### src/rtl/nic_pkg.sv
`default_nettype none
// ============================================================================
// Module      : nic_pkg
// Description : Shared constants for the NIC: PE register map addresses and
//               bit positions inside the status words.
// Revision    : 1.0 - initial release
// ============================================================================
package nic_pkg;

    // PE register map
    localparam logic [1:0] NIC_IN_BUF   = 2'b00;
    localparam logic [1:0] NIC_IN_STAT  = 2'b01;
    localparam logic [1:0] NIC_OUT_BUF  = 2'b10;
    localparam logic [1:0] NIC_OUT_STAT = 2'b11;

    // Status word layout
    localparam int STAT_FLAG   = 0;
    localparam int STAT_CNT_LO = 8;
    localparam int STAT_CNT_HI = 15;

endpackage : nic_pkg
`default_nettype wire

### src/rtl/nic_if.sv
`default_nettype none
// ============================================================================
// Module      : nic_if
// Description : PE register bus plus router ingress/egress handshake of the
//               NIC, bundled as one interface.
//               slave  - NIC side (nic_fifo)
//               master - PE/router side (bench or wrapper)
//               Ports carried: nicEn, nicWrEn, addr, d_in, d_out,
//               net_si, net_ri, net_di, net_so, net_ro, net_do, net_polarity
// Revision    : 1.0 - initial release
// ============================================================================
interface nic_if #(
    parameter int DATA_W = 64
);
    // PE register access
    logic              nicEn;
    logic              nicWrEn;
    logic [1:0]        addr;
    logic [DATA_W-1:0] d_in;
    logic [DATA_W-1:0] d_out;

    // Router ingress
    logic              net_si;
    logic              net_ri;
    logic [DATA_W-1:0] net_di;

    // Router egress
    logic              net_so;
    logic              net_ro;
    logic [DATA_W-1:0] net_do;
    logic              net_polarity;

    modport slave (
        input  nicEn, nicWrEn, addr, d_in,
        output d_out,
        input  net_si, net_di,
        output net_ri,
        output net_so, net_do,
        input  net_ro, net_polarity
    );

    modport master (
        output nicEn, nicWrEn, addr, d_in,
        input  d_out,
        output net_si, net_di,
        input  net_ri,
        input  net_so, net_do,
        output net_ro, net_polarity
    );

endinterface : nic_if
`default_nettype wire

### src/rtl/nic_sync_fifo.sv
`default_nettype none
// ============================================================================
// Module      : nic_sync_fifo
// Description : Single-clock FIFO with registered occupancy. The head entry
//               is visible on rdata whenever the FIFO is non-empty.
//               Ports: clk, rst, push, pop, wdata, rdata, full, empty, count
// Revision    : 1.0 - initial release
// ============================================================================
module nic_sync_fifo #(
    parameter int WIDTH = 64,
    parameter int DEPTH = 4,
    localparam int AW   = $clog2(DEPTH),
    localparam int CW   = AW + 1
) (
    input  wire logic             clk,
    input  wire logic             rst,
    input  wire logic             push,
    input  wire logic             pop,
    input  wire logic [WIDTH-1:0] wdata,
    output logic      [WIDTH-1:0] rdata,
    output logic                  full,
    output logic                  empty,
    output logic      [CW-1:0]    count
);

    logic [WIDTH-1:0] r_mem [DEPTH];
    logic [AW-1:0]    r_wr_ptr;
    logic [AW-1:0]    r_rd_ptr;
    logic [CW-1:0]    r_count;

    logic w_push;
    logic w_pop;

    // Flags come from the registered count only: a full FIFO cannot take a
    // push in the cycle it pops, and an empty one cannot forward a push.
    assign full   = (r_count == CW'(DEPTH));
    assign empty  = (r_count == '0);
    assign count  = r_count;
    assign rdata  = r_mem[r_rd_ptr];

    assign w_push = push & ~full;
    assign w_pop  = pop & ~empty;

    always_ff @(posedge clk) begin
        if (w_push) begin
            r_mem[r_wr_ptr] <= wdata;
        end
    end

    // Power-of-two depth: pointers wrap by natural overflow.
    always_ff @(posedge clk) begin
        if (rst) begin
            r_wr_ptr <= '0;
            r_rd_ptr <= '0;
            r_count  <= '0;
        end else begin
            if (w_push) begin
                r_wr_ptr <= r_wr_ptr + 1'b1;
            end
            if (w_pop) begin
                r_rd_ptr <= r_rd_ptr + 1'b1;
            end
            case ({w_push, w_pop})
                2'b10:   r_count <= r_count + 1'b1;
                2'b01:   r_count <= r_count - 1'b1;
                default: r_count <= r_count;
            endcase
        end
    end

endmodule : nic_sync_fifo
`default_nettype wire

### src/rtl/nic_fifo.sv
`default_nettype none
// ============================================================================
// Module      : nic_fifo
// Description : NIC between one PE and its router port. Router-to-PE ingress
//               FIFO and PE-to-router egress FIFO, PE register interface
//               decoded by addr, optional egress gating on the VC bit.
//               Ports: clk, reset, bus (nic_if.slave)
// Revision    : 1.0 - initial release
// ============================================================================
module nic_fifo
    import nic_pkg::*;
#(
    parameter int DATA_W     = 64,
    parameter int IN_DEPTH   = 4,
    parameter int OUT_DEPTH  = 4,
    parameter bit STRICT_POL = 1'b1
) (
    input  wire logic clk,
    input  wire logic reset,
    nic_if.slave      bus
);

    localparam int IN_CW  = $clog2(IN_DEPTH) + 1;
    localparam int OUT_CW = $clog2(OUT_DEPTH) + 1;

    logic [DATA_W-1:0] w_in_head;
    logic              w_in_full;
    logic              w_in_empty;
    logic [IN_CW-1:0]  w_in_count;
    logic              w_in_push;
    logic              w_in_pop;

    logic [DATA_W-1:0] w_out_head;
    logic              w_out_full;
    logic              w_out_empty;
    logic [OUT_CW-1:0] w_out_count;
    logic              w_out_push;
    logic              w_send;

    logic              w_rd;
    logic [DATA_W-1:0] w_rd_data;

    logic [DATA_W-1:0] r_d_out;
    logic              r_net_so;
    logic [DATA_W-1:0] r_net_do;

    // Ingress ready reflects registered occupancy only.
    assign bus.net_ri = ~reset & ~w_in_full;
    assign w_in_push  = bus.net_si & bus.net_ri;

    assign w_rd       = bus.nicEn & ~bus.nicWrEn;
    assign w_in_pop   = w_rd & (bus.addr == NIC_IN_BUF) & ~w_in_empty;
    assign w_out_push = bus.nicEn & bus.nicWrEn & (bus.addr == NIC_OUT_BUF) & ~w_out_full;

    // The egress head is released only when the router has room and, in
    // strict mode, its VC bit matches the current router polarity.
    assign w_send = ~w_out_empty & bus.net_ro &
                    (!STRICT_POL || (w_out_head[DATA_W-1] == bus.net_polarity));

    nic_sync_fifo #(.WIDTH(DATA_W), .DEPTH(IN_DEPTH)) u_ingress (
        .clk   (clk),
        .rst   (reset),
        .push  (w_in_push),
        .pop   (w_in_pop),
        .wdata (bus.net_di),
        .rdata (w_in_head),
        .full  (w_in_full),
        .empty (w_in_empty),
        .count (w_in_count)
    );

    nic_sync_fifo #(.WIDTH(DATA_W), .DEPTH(OUT_DEPTH)) u_egress (
        .clk   (clk),
        .rst   (reset),
        .push  (w_out_push),
        .pop   (w_send),
        .wdata (bus.d_in),
        .rdata (w_out_head),
        .full  (w_out_full),
        .empty (w_out_empty),
        .count (w_out_count)
    );

    // Read mux; counts are zero-extended into the 8-bit count field.
    always_comb begin
        w_rd_data = '0;
        case (bus.addr)
            NIC_IN_BUF: begin
                if (!w_in_empty) begin
                    w_rd_data = w_in_head;
                end
            end
            NIC_IN_STAT: begin
                w_rd_data[STAT_FLAG]                = ~w_in_empty;
                w_rd_data[STAT_CNT_HI:STAT_CNT_LO]  = 8'(w_in_count);
            end
            NIC_OUT_STAT: begin
                w_rd_data[STAT_FLAG]                = w_out_full;
                w_rd_data[STAT_CNT_HI:STAT_CNT_LO]  = 8'(w_out_count);
            end
            default: w_rd_data = '0;
        endcase
    end

    always_ff @(posedge clk) begin
        if (reset) begin
            r_d_out  <= '0;
            r_net_so <= 1'b0;
            r_net_do <= '0;
        end else begin
            if (w_rd) begin
                r_d_out <= w_rd_data;
            end
            r_net_so <= w_send;
            r_net_do <= w_send ? w_out_head : '0;
        end
    end

    assign bus.d_out  = r_d_out;
    assign bus.net_so = r_net_so;
    assign bus.net_do = r_net_do;

endmodule : nic_fifo
`default_nettype wire
### src/flat_wrapper.sv
// flat-port wrapper written by rule: the top's interface ports become plain ports
module nic_fifo_flat import nic_pkg::*;
#(
    parameter int DATA_W     = 64,
    parameter int IN_DEPTH   = 4,
    parameter int OUT_DEPTH  = 4,
    parameter bit STRICT_POL = 1'b1
)
  (clk, reset, bus_nicEn, bus_nicWrEn, bus_addr, bus_d_in, bus_d_out, bus_net_si, bus_net_di, bus_net_ri, bus_net_so, bus_net_do, bus_net_ro, bus_net_polarity);
  nic_if #(.DATA_W(DATA_W)) bus_i ();
  input  wire logic clk;
  input  wire logic reset;
  input wire logic [$bits(bus_i.nicEn)-1:0] bus_nicEn;
  input wire logic [$bits(bus_i.nicWrEn)-1:0] bus_nicWrEn;
  input wire logic [$bits(bus_i.addr)-1:0] bus_addr;
  input wire logic [$bits(bus_i.d_in)-1:0] bus_d_in;
  output wire logic [$bits(bus_i.d_out)-1:0] bus_d_out;
  input wire logic [$bits(bus_i.net_si)-1:0] bus_net_si;
  input wire logic [$bits(bus_i.net_di)-1:0] bus_net_di;
  output wire logic [$bits(bus_i.net_ri)-1:0] bus_net_ri;
  output wire logic [$bits(bus_i.net_so)-1:0] bus_net_so;
  output wire logic [$bits(bus_i.net_do)-1:0] bus_net_do;
  input wire logic [$bits(bus_i.net_ro)-1:0] bus_net_ro;
  input wire logic [$bits(bus_i.net_polarity)-1:0] bus_net_polarity;
  assign bus_i.nicEn = bus_nicEn;
  assign bus_i.nicWrEn = bus_nicWrEn;
  assign bus_i.addr = bus_addr;
  assign bus_i.d_in = bus_d_in;
  assign bus_d_out = bus_i.d_out;
  assign bus_i.net_si = bus_net_si;
  assign bus_i.net_di = bus_net_di;
  assign bus_net_ri = bus_i.net_ri;
  assign bus_net_so = bus_i.net_so;
  assign bus_net_do = bus_i.net_do;
  assign bus_i.net_ro = bus_net_ro;
  assign bus_i.net_polarity = bus_net_polarity;
  nic_fifo #(.DATA_W(DATA_W), .IN_DEPTH(IN_DEPTH), .OUT_DEPTH(OUT_DEPTH), .STRICT_POL(STRICT_POL)) u_core (.clk(clk), .reset(reset), .bus(bus_i));
endmodule
### config.mk
export PLATFORM = sky130hd
export DESIGN_NAME = nic_fifo_flat
export DESIGN_NICKNAME = d
export VERILOG_FILES = /design/src/rtl/nic_pkg.sv /design/src/rtl/nic_if.sv /design/src/rtl/nic_sync_fifo.sv /design/src/rtl/nic_fifo.sv /design/src/flat_wrapper.sv
export SDC_FILE = /design/constraint.sdc
export NUM_CORES = 1
export LEC_CHECK = 0
export ABC_AREA = 1
export BUFFER_PORTS_ARGS = -buffer_cell sky130_fd_sc_hd__buf_2
export CORE_UTILIZATION = 58
export CTS_CLUSTER_SIZE = 28
export DETAILED_ROUTE_END_ITERATION = 8
export PLACE_DENSITY = 0.85
export SLEW_MARGIN = 20
export SYNTH_ARGS = -nofsm -noshare
export SYNTH_HDL_FRONTEND = slang
export SYNTH_SLANG_ARGS = --single-unit
### constraint.sdc
create_clock -name clk -period 5 [get_ports clk]
set_input_delay 0.75 -clock clk [delete_from_list [all_inputs] [get_ports clk]]
set_output_delay 0.75 -clock clk [all_outputs]
set_load 0.02 [all_outputs]
==> impl.org, run 1 <==
** Worst hold path
- Hold Crit Depth :: 1
- Worst hold path startpoint :: bus_net_di[61]
- In this run the worst hold path is classified as in -> reg.

** Logic synthesis
- XOR/XNOR Fraction of Synth Area :: 0.0367%
- By count the netlist is led by sky130_fd_sc_hd__edfxtp_1, sky130_fd_sc_hd__nor2_1, sky130_fd_sc_hd__o21ai_0.
- Number of enable flip-flop cells after synthesis :: 512
- Summed over all instances, the cell type with the most area after synthesis is sky130_fd_sc_hd__edfxtp_1.
- Summing every instance area after synthesis gives 23800 um2.
- The synthesized netlist contains 28 unique library cells.
- Count of yosys warnings during synthesis :: 0
- The most common cell in the synthesized netlist is sky130_fd_sc_hd__edfxtp_1.
- Post-Synthesis Cells :: 1873
- Synthesized netlist net count :: 2022
- Share of synthesized cell area in and, or, nand and nor gates :: 9.29%
- After synthesis, the share of cell area in mux cells is 0%.
- Post-synthesis async set-or-reset flop share :: 0%
- Top area cells in the synthesized netlist :: sky130_fd_sc_hd__edfxtp_1, sky130_fd_sc_hd__dfxtp_1, sky130_fd_sc_hd__nor2_1
- Averaged over all synthesized cells, the footprint is 12.7 um2.
- Commonest register cell after synthesis :: sky130_fd_sc_hd__edfxtp_1
- Adder and majority gate portion of the synthesized area :: 0.693%
- Number of synthesized register bits :: 659
- Combinational family with the most area after synthesis :: compound AO/OA/AOI/OAI gates
- The synthesized netlist devotes 10.3% of its cell area to compound gates.
- Synth top area share :: 64.5%
- Part of the Yosys area used for sequential elements :: 76.8%

** Global routing
- Total global routing track utilization :: 25.3%
- Entering global routing, the biggest net connects 132 pins.
- Met1 Track Usage GR :: 32.1%
- Number of global-route vias before repair :: 15299
- M2 GR Usage :: 42.7%
- The total overflow left after global routing is 0.
- Met3 Use GR :: 5.20%
- Initial antenna violation count :: 12
- The global routing stage identified its most utilized layer as met2.
- The first global-routing pass estimated 81300 um of wire.

** Routing
- In this run the remaining antenna-violating nets after routing total 0.
- Dividing the detail-routed wire length by the instance count gives 19.9 um.
- After detailed routing, the number of remaining DRC violations is 0.
- The first routing iteration left 1607 violations.
- Wires add up to 53700 um.
- Vias after detailed routing :: 15604
- The first detailed-routing pass ran for 5 iterations.
- Using the TritonRoute via totals, the vias-per-cell ratio works out to 5.78.

** STA
- Pins over their slew limit :: 0
- On the final layout, the worst clock skew is 0.0239 ns.
- Setup repair after global routing left no endpoint under its margin.
- Measured against its own limit, the worst slew margin works out to 31.3%.
- F_max :: 0.375 GHz
- Post-Route Hold Slack :: 0.352 ns
- The smallest clock period supported by the final layout is computed as 2.67 ns.
- The count of endpoints failing hold in the final timing report was 0.
- Setup violations remaining at the end of the flow were counted as 0.
- In the finished design, the share of the clock period the worst path needs comes to 53.3%.
- Setup total negative slack on the finished layout was measured at 0 ns.
- Worst setup slack after layout :: 2.33 ns
- For the pin with the worst max-slew slack, the measured transition is 1.03 ns.

** Final layout
- Final Instance Area :: 27500 um2
- Cells with a size suffix above 1 make up 18.8% of the layout.
- Nets :: 2263
- Compared with the post-synthesis result, the final layout area differs by 15.3%.

** Critical path
- For the worst setup path, the data required time is 5.28 ns.
- Reg2reg start :: u_core.u_ingress.count[1]
- The worst setup path is launched from a flip-flop.
- Worst Path Arrival :: 2.94 ns
- Depth of the most critical reg-to-reg path :: 5
- Largest fanout on the critical path :: 31
- The worst setup path is of the reg -> reg kind.
- In this run the worst setup path begins at u_core.u_ingress.count[1].
- STA classifies the critical path endpoint as a flip-flop.

** Power and ir drop
- Cell leakage power :: 9.95 nW
- Internal power comes to 8.52 mW.
- Part of the power in the clock network :: 40.8%
- Across the VDD grid, the largest voltage drop is 0.000321 V.
- Share of total power consumed by net switching :: 20.5%
- Power spent charging and discharging nets :: 2.19 mW
- Power per cell area :: 389 nW/um2
- Share of total power in sequential cells :: 56.0%
- Total design power :: 10.7 mW
- Combinational Power Share :: 3.2%

** Clock network
- After clock tree synthesis, the clock-pin slew on the worst setup and hold paths is 0.07 ns.
- No sink is reached through more buffers than the 3 on the longest clock path.
- Clock tree synthesis inserted a total of 60 buffers.
- Post-CTS timing repair inserted 0 buffers for setup.
- After clock tree synthesis, the repair step resized 0 gates.
- The clock drives 659 sinks.
- Latest clock arrival within the worst-skew pair :: 0.61 ns
- Clock Tree Root :: sky130_fd_sc_hd__clkbuf_16
- TritonCTS clock tree :: done
- In this run, post-CTS hold repair placed 0 buffers.
- Clock H-tree levels :: 2

** Floorplan
- The die covers 41900 um2.
- 267 I/O pins were placed.
- Once the floorplan was initialized, standard cells occupied 59.3% of the core.
- Width of the die :: 205 um
- The die is 205 um tall.
- In this run the standard cell core region covers 40200 um2.
- Placement Rows :: 73

** Placed design
- After detailed placement, the total cell area comes to 25600 um2.
- Post-placement worst setup slack :: 1.87 ns
- Port buffering added 266 buffers.
- The HPWL after detailed placement is 30300 um.
- At the end of routability-driven placement, the weighted congestion stood at 0.838.

** Outcome
- The flow ran to the end, and the final reports show no timing, DRC or antenna violations.

** Run
- Across the run, the number of max-cap violations was 0.
-- cells in the final DEF, fill, tap and decap left out, drive strengths merged, types with 26 or more instances in the layout --
| cell | netlist | routed |
|---|---|---|
| clkbuf | 66 | 81 |
| a21oi | 143 | 143 |
| edfxtp | 512 | 512 |
| dfxtp | 147 | 147 |
| nand2 | 162 | 162 |
| nor2 | 401 | 401 |
| o22ai | 63 | 63 |
| o21ai | 265 | 265 |
| buf | 44 | 289 |
| inv | 42 | 43 |
| clkinv | 0 | 26 |
-- final cells by class --
cell class                      count  area (um2)
Antenna cell                       10        25.0
Clock buffer                       81        1670
Clock inverter                     30         211
Fill cell                        2596       12700
Inverter                           42         159
Multi-Input combinational cell   1062        4920
Sequential cell                   659       18300
Tap cell                          525         657
Timing Repair Buffer              289        1520
-- worst paths after layout --
path,endpoint,slack [ns]
hold / removal,u_core.u_ingress.r_mem[2][61],0.35
hold reg to reg,u_core.bus.d_out[22],0.46
setup / recovery,u_core.u_ingress.r_mem[1][52],2.33
setup reg to reg,u_core.u_ingress.r_mem[1][52],2.33
-- worst max-delay path, stage by stage, from the launching register on --
cell                      delay, ns
sky130_fd_sc_hd__dfxtp_1       0.33
sky130_fd_sc_hd__inv_1         0.10
sky130_fd_sc_hd__a31oi_1       0.21
sky130_fd_sc_hd__nand2_1       0.33
sky130_fd_sc_hd__nor2_4        0.87
sky130_fd_sc_hd__buf_4         0.46
-- per-layer routing --
| layer | routed length [um] | part of all wire, % |
|---|---|---|
| met1 | 20600 | 38 |
| met2 | 26400 | 49 |
| met3 | 4620 | 8.6 |
| met4 | 1940 | 3.6 |
| met5 | 95 | 0.18 |
-- metrics by stage --
step	cells	util, %
finish	2698	68.4
global route	2692	68.4
CTS	2688	68.3
detailed placement	2577	63.7
global placement	2577	63.7
floorplan	1873	-
-- sequential cells by signal, summed over array words and instances, names as in the netlist, named ones only --
signal,cells
u_core.u_ingress.count,3
u_core.bus.d_out,64
u_core.u_egress.r_mem,256
u_core.u_ingress.r_mem,256
u_core.bus.net_do,64
u_core.u_egress.r_wr_ptr,2
u_core.u_egress.r_rd_ptr,2
u_core.u_ingress.r_wr_ptr,2
u_core.bus.net_so,1
u_core.u_egress.count,3
u_core.u_ingress.r_rd_ptr,2
-- logic make-up after synthesis --
group | Yosys count
and+or+nand+nor | 575
AOI/OAI and AO/OA | 474
adders and majority gates | 12
xor gates and xnor gates | 1
buffers and inverters | 152
DFF | 659
-- power by group through the flow --
stage / registers [mW] / logic (mW) / clock network, mW
2_1_floorplan: 6.13 / 0.155 / 0
3_3_place_gp: 6.11 / 0.314 / 0
3_5_place_dp: 6.11 / 0.331 / 0
4_1_cts: 6.00 / 0.337 / 4.40
5_1_grt: 6.00 / 0.369 / 4.63
6_report: 6.00 / 0.339 / 4.37
Note: power is estimated with default switching activity, not from simulation.
==> run 2, diff against run 1 <==
CORE_UTILIZATION = 52   (was 58)
PLACE_DENSITY = 0.81   (was 0.85)
clock period = 2.2 ns   (was 5 ns; I/O delays follow)
==> impl.org, run 2 (synthesis results as in run 1) <==
** Worst hold path
- The instance count along the most critical hold path was 4 (+3).
- In this run the worst hold path is classified as in -> reg.
- The startpoint identified for the worst hold timing path is bus_net_polarity.

** Floorplan
- The horizontal die dimension is 216 um (+5.6%).
- Chip height :: 216 um (+5.6%)
- The effective utilization at floorplan is 52.7% (-6.7 points).
- The area of the die is 46700 um2 (+11%).
- Floorplan core area :: 45300 um2 (+13%)
- Top Ports :: 267 (unchanged)
- Placement Rows :: 78 (+6.8%)

** Clock network
- TritonCTS built the clock tree.
- The worst-case clock buffer depth was 3 (unchanged).
- The number of levels the H-tree was split into came to 3 (+1).
- The number of buffers created by CTS was 66 (+10%).
- The number of sinks handled by clock tree synthesis was 659 (unchanged).
- The latest clock arrival within the worst-skew pair is 0.59 ns (-0.02 ns).
- The cell sitting at the root of the clock tree is a sky130_fd_sc_hd__clkbuf_16.
- Clock-pin transition on the worst setup and hold timing paths :: 0.06 ns (about the same)
- Post-CTS Setup Inserts :: 0 (unchanged)

** Outcome
- Result of the run :: completed

** Global routing
- Total global routing track utilization :: 23.7% (-1.6 points)
- The via count of the first global-routing pass was 16365 (+7.0%).
- Global route hottest layer :: met2
- The met1 layer usage reported by global route came to 30.0% (-2.1 points).
- M2 GR Usage :: 39.9% (-2.8 points)
- Met3 Use GR :: 5.89% (+0.69 points)
- Maximum number of pins on one net before global-route repair :: 87 (-34%)
- The total congestion overflow came to 0 (unchanged).
- The wire length of the first global-routing pass came to 86600 um (+6.6%).
- Initial antenna violation count :: 3 (-9)

** Routing
- The initial detailed-routing violation count was 1789 (+11%).
- The count of unresolved DRC violations after routing came to 0 (unchanged).
- Iteration count of the initial detailed-routing pass :: 6 (+1)
- The number of vias after detailed routing came to 16273 (+4.3%).
- Wire length per cell :: 19.3 um (-3.2%)
- The remaining antenna violation count after routing came to 0 (unchanged).
- The total length of routed wires came to 56200 um (+4.8%).
- The mean number of vias per cell is 5.57 (-3.6%).

** Critical path
- The largest driver fanout on the critical path is 9 (-71%).
- The worst register-to-register path ends at u_core.u_ingress.count[2].
- Depth of the most critical reg-to-reg path :: 10 (+5)
- Category of the critical setup timing path :: reg -> reg
- Start point of the critical path :: u_core.u_ingress.count[0]
- In this run the critical register-to-register path is launched from u_core.u_ingress.count[0].
- Nature of the critical path startpoint :: flip-flop
- Crit path capture type :: flip-flop
- The data arrival time at the worst-slack endpoint is 2.52 ns (-0.42 ns).
- Data required time of the critical path :: 2.67 ns (-2.61 ns)
- Slack of the worst reg-to-reg path :: 0.15 ns (-2.19 ns)

** STA
- The maximum operating frequency is 0.487 GHz (+30%).
- The worst relative slew slack came to 37.3% (+6.0 points).
- The clock skew after layout was 0.0239 ns (-0.0000282 ns).
- The count of endpoints failing hold in the final timing report is 0 (unchanged).
- Final min period :: 2.05 ns (-0.612 ns)
- The transition time at the pin with the least slew margin came to 0.941 ns (-0.0875 ns).
- Ratio of final minimum period to clock period :: 93.4% (+40 points)
- Pins over their slew limit :: 0 (unchanged)
- Total of endpoints with negative setup slack in the final report :: 0 (unchanged)
- TNS Setup :: 0 ns (unchanged)
- RSZ-0062 raised after global routing :: false

** Final layout
- Most common library cell in the layout ignoring fill and taps :: sky130_fd_sc_hd__edfxtp_1
- Compared with the post-synthesis result, the final layout area differs by 23.6%.
- The final instance area is 29500 um2 (+7.2%).
- In the layout the commonest cells are sky130_fd_sc_hd__edfxtp_1, sky130_fd_sc_hd__nor2_1, sky130_fd_sc_hd__buf_2, sky130_fd_sc_hd__o21ai_0, sky130_fd_sc_hd__nand2_1.
- The count of filler cells inserted in the layout came to 3076 (+18%).
- The net count reported at finish is 2414 (+6.7%).
- In the final layout, the registers with the most flip-flops are u_core.u_egress.r_mem (256), u_core.u_ingress.r_mem (256).
- Ratio of cells with drive above 1 in the final layout :: 18.6% (-0.21 points)

** Power and ir drop
- The switching share of power is 20.2% (-0.28 points).
- The total net switching power is 5.19 mW (+140%).
- Cell leakage power :: 10.7 nW (+8.0%)
- The logic gate share of total power came to 3.8% (+0.6 points).
- The maximum VDD drop came to 0.000764 V (+140%).
- Part of the power in the clock network :: 43.1% (+2.3 points)
- Internal cell power :: 20.5 mW (+140%)
- The share of power burned in registers is 53.0% (-3.0 points).
- The power consumption is 25.7 mW (+140%).
- Power per cell area :: 872 nW/um2 (+120%)

** Placed design
- The HPWL after detailed placement is 29800 um (-1.9%).
- The routability-driven placement congestion ratio came to 0.802 (-4.3%).
- The port buffer count was 266 (unchanged).
- Post-DP Area :: 26000 um2 (+1.8%)

** Run
- The number of max-capacitance violations reported is 0 (unchanged).
[run 2: metrics by stage]
step | setup slack (ns) | std cells | hold WS (ns) | utilization (%)
floorplan | -0.661 | 1873 | 0.429 | -
global placement | 0.0742 | 2669 | 0.443 | 57.5
detailed placement | 0.0777 | 2669 | 0.453 | 57.5
CTS | 0.0793 | 2917 | 0.0996 | 65.1
global route | 0.00623 | 2918 | 0.146 | 65.1
finish | 0.146 | 2920 | 0.123 | 65.1
[run 2: area by class of cell]
class	instances	area, um2	area share, %
sequential	659	18300	62.2
multi-input combinational	1062	4950	16.8
timing repair buffer	434	3140	10.6
clock buffer	102	1970	6.68
tap	600	751	2.55
clock inverter	18	180	0.611
inverter	42	160	0.543
antenna	3	7.51	0.0255
[run 2: how the worst max path moves through the flow]
| stage | endpoint | cells past startpoint |
|---|---|---|
| 2_1_floorplan | u_core.u_egress.r_mem[0][0] | 4 |
| 3_3_place_gp | u_core.u_ingress.count[2] | 13 |
| 3_5_place_dp | u_core.u_ingress.count[2] | 13 |
| 4_1_cts | u_core.u_egress.count[2] | 12 |
| 5_1_grt | u_core.u_egress.count[2] | 13 |
| 6_report | u_core.u_ingress.count[2] | 10 |
[run 2: metal layers]
layer  vias to the layer above  wire length, um
met1                      7900            21900
met4                         2             1240
met2                       845            27900
li1                       7420                -
met3                       106             5250
met5                         -                7
[run 2: power by group through the flow]
stage / registers [mW] / logic [mW] / clock network, mW
finish: 13.6 / 0.989 / 11.1
detailed placement: 13.9 / 0.780 / 0
global placement: 13.9 / 0.736 / 0
global route: 13.6 / 1.07 / 11.7
CTS: 13.6 / 0.976 / 11.2
floorplan: 13.9 / 0.368 / 0
[run 2: critical path, cell delays in order (launching register included)]
cell,delay (ns)
sky130_fd_sc_hd__dfxtp_1,0.31
sky130_fd_sc_hd__inv_1,0.20
sky130_fd_sc_hd__a31oi_4,0.14
sky130_fd_sc_hd__nand2_4,0.20
sky130_fd_sc_hd__ha_1,0.17
sky130_fd_sc_hd__inv_1,0.07
sky130_fd_sc_hd__fa_1,0.38
sky130_fd_sc_hd__a21oi_1,0.14
sky130_fd_sc_hd__o21ai_0,0.11
sky130_fd_sc_hd__o21ai_0,0.16
sky130_fd_sc_hd__a21oi_1,0.07
[run 2: timing repair]
item	CTS	global route
endpoints found under the setup margin	0	1
resized for setup	0	4
endpoints found under the hold margin	512	0
hold buffers	128	0
==> run 3, diff against run 2 <==
REMOVE_ABC_BUFFERS = 1   (was unset)
==> impl.org, run 3 (synthesis results as in run 1) <==
** Routing
- Vias after detailed routing :: 16046 (-1.4%)
- The total length of routed wires was 56800 um (+1.1%).
- Number of remaining DRC errors :: 0 (unchanged)
- The remaining antenna violation count after routing was 0 (unchanged).
- The first-pass iteration count of the detailed router was 5 (-1).
- Starting DRT DRC Count :: 1584 (-11%)
- Routed via count divided by cell count :: 5.48 (-1.7%)
- The average detailed-routed wire length per instance came to 19.4 um (+0.78%).

** Placed design
- The port buffer count was 266 (unchanged).
- The worst setup timing slack at the placement stage came to 0.117 ns (+0.0392 ns).
- The placement-stage cell area was 26100 um2 (+0.17%).
- Routability congestion estimate :: 0.787 (-1.9%)
- The number of cells after detailed placement is 2673 (+0.15%).
- The HPWL after detailed placement came to 30200 um (+1.4%).

** Power and ir drop
- The cell-internal power was 20.9 mW (+1.9%).
- The leakage power of the design was 10.8 nW (+0.80%).
- Share of total power consumed by net switching :: 20.0% (-0.16 points)
- Combinational Power Share :: 3.8% (about the same)
- Part of the power in the clock network :: 44.1% (+1.0 points)
- The total power density per cell area was 881 nW/um2 (+1.1%).
- Power spent charging and discharging nets :: 5.23 mW (+0.85%)
- The maximum VDD drop was 0.00101 V (+32%).
- The share of power burned in registers came to 52.2% (-0.8 points).

** Final layout
- Most common library cell in the layout ignoring fill and taps :: sky130_fd_sc_hd__edfxtp_1
- The library cells used most frequently in the layout, excluding fill and tap cells, are sky130_fd_sc_hd__edfxtp_1, sky130_fd_sc_hd__nor2_1, sky130_fd_sc_hd__buf_2, sky130_fd_sc_hd__o21ai_0, sky130_fd_sc_hd__nand2_1.
- The net count reported at finish is 2419 (+0.21%).
- The non-filler instance count after layout came to 2928 (+0.27%).
- Final Instance Area :: 29700 um2 (+0.57%)
- The share of layout cells above drive strength 1 is 18.9% (+0.38 points).
- The area growth from synthesis to layout is 24.3%.
- Registers with the most flip-flops :: u_core.u_egress.r_mem (256), u_core.u_ingress.r_mem (256)

** Critical path
- The data required time of the worst path is 2.67 ns (about the same).
- Largest fanout on the critical path :: 3 (-6)
- Nature of the critical path startpoint :: flip-flop
- The worst setup path is captured at a flip-flop.
- Worst Path Arrival :: 2.54 ns (+0.02 ns)
- Category of the critical setup timing path :: reg -> reg

** Floorplan
- Starting density of the core :: 52.7% (unchanged)
- Placement Rows :: 78 (unchanged)
- The floorplan die height is 216 um (unchanged).
- The area of the core region is 45300 um2 (unchanged).
- Top Ports :: 267 (unchanged)
- The horizontal die dimension came to 216 um (unchanged).
- Die ar. :: 46700 um2 (unchanged)

** Global routing
- Number of global-route vias before repair :: 16112 (-1.5%)
- Maximum number of pins on one net before global-route repair :: 111 (+28%)
- The global-route usage over all layers was 24.3% (+0.54 points).
- The initial antenna violation count is 8 (+5).
- The wire length of the first global-routing pass is 87700 um (+1.3%).
- The total congestion overflow was 0 (unchanged).

** Run
- The number of max-capacitance violations reported came to 0 (unchanged).

** Clock network
- The number of levels the H-tree was split into is 3 (unchanged).
- The number of buffers created by CTS was 67 (+1.5%).
- The total setup buffers inserted after CTS was 0 (unchanged).
- Latest clock arrival within the worst-skew pair :: 0.60 ns (about the same)
- The clock input transition at the sequential cells of the worst setup and hold paths was 0.06 ns (about the same).
- TritonCTS built the clock tree.
- Clock Tree Root :: sky130_fd_sc_hd__clkbuf_16
- Clock sink count :: 659 (unchanged)
- The worst-case clock buffer depth is 3 (unchanged).

** STA
- The slack of the critical path is 0.133 ns (-0.0126 ns).
- RSZ-0062 raised after global routing :: false
- The final critical-path required period is 2.07 ns (+0.0126 ns).
- The share of the clock period used by the worst path after layout came to 93.9% (+0.57 points).
- The final count of negative-setup-slack endpoints was 0 (unchanged).
- Pins over their slew limit :: 0 (unchanged)
- The count of endpoints failing hold in the final timing report is 0 (unchanged).
- The clock skew after layout is 0.0277 ns (+0.00382 ns).
- Slew of the pin with the lowest slew margin :: 0.933 ns (-0.00801 ns)
- Headroom to the max-slew limit :: 37.8% (+0.53 points)
- The maximum operating frequency was 0.484 GHz (-0.61%).

** Worst hold path
- The worst hold path belongs to the class in -> reg.

** Outcome
- The run finished with clean final reports.
run 3: cell types whose count changed in the layout (fill, tap and decap cells not counted), sizes merged:
cell      delta
buf          +4
bufinv       +3
clkbuf       -6
clkinv       +7
clkinvlp     +1
diode        +2
inv          -3
run 3: worst paths after layout:
check | start | endpoint | slack [ns] | cells past startpoint
setup reg to reg | u_core.u_egress.count[0] | u_core.u_egress.count[2] | 0.13 | 11
setup / recovery | u_core.u_egress.count[0] | u_core.u_egress.count[2] | 0.13 | 11
hold reg to reg | u_core.bus.d_out[14] | u_core.bus.d_out[14] | 0.46 | 2
hold / removal | bus_net_polarity | flip-flop | 0.14 | 4
run 3: critical path, stage by stage (launching register included):
cell                       delay [ns]
sky130_fd_sc_hd__dfxtp_1         0.42
sky130_fd_sc_hd__nor2_1          0.11
sky130_fd_sc_hd__a21boi_2        0.21
sky130_fd_sc_hd__nand3_4         0.10
sky130_fd_sc_hd__inv_2           0.08
sky130_fd_sc_hd__ha_1            0.14
sky130_fd_sc_hd__inv_1           0.06
sky130_fd_sc_hd__fa_1            0.38
sky130_fd_sc_hd__a21oi_1         0.14
sky130_fd_sc_hd__o21ai_0         0.11
sky130_fd_sc_hd__o21ai_0         0.16
sky130_fd_sc_hd__a21oi_1         0.05
run 3: through the flow:
stage / hold slack (ns) / util [%] / power (mW) / setup TNS (ns)
2_1_floorplan: 0.399 / - / 14.2 / -1324.30
3_3_place_gp: 0.434 / 57.6 / 14.6 / 0
3_5_place_dp: 0.453 / 57.6 / 14.7 / 0
4_1_cts: 0.111 / 65.4 / 26.3 / 0
5_1_grt: 0.149 / 65.5 / 26.9 / 0
6_report: 0.143 / 65.5 / 26.1 / 0
run 3: final cells by class:
type | count | area (um2)
Fill cell | 3114 | 15600
Sequential cell | 659 | 18300
Antenna cell | 5 | 12.5
Clock buffer | 96 | 1960
Timing Repair Buffer | 438 | 3210
Clock inverter | 26 | 295
Tap cell | 600 | 751
Multi-Input combinational cell | 1062 | 4930
Inverter | 42 | 160
run 3: power by group through the flow:
stage	logic, mW	clock network (mW)	registers, mW
after CTS	0.972	11.7	13.6
final	0.983	11.5	13.6
after global placement	0.739	0	13.9
after detailed placement	0.778	0	13.9
after global routing	1.07	12.2	13.6
after floorplan	0.295	0	13.9
run 3: per-layer routing:
layer  up-vias  part of all wire, %  GRT usage (%)
li1       7427                    -              -
met1      7770                   39           29.8
met2       745                   51           42.5
met3        98                  8.6           5.73
met4         6                  1.6           7.28
met5         -                0.065              0
run 3: repair_timing:
item	4_1_cts	5_1_grt
endpoints found under the setup margin	0	1
hold buffers	128	0
endpoints found under the hold margin	512	0
gates resized for setup	0	3
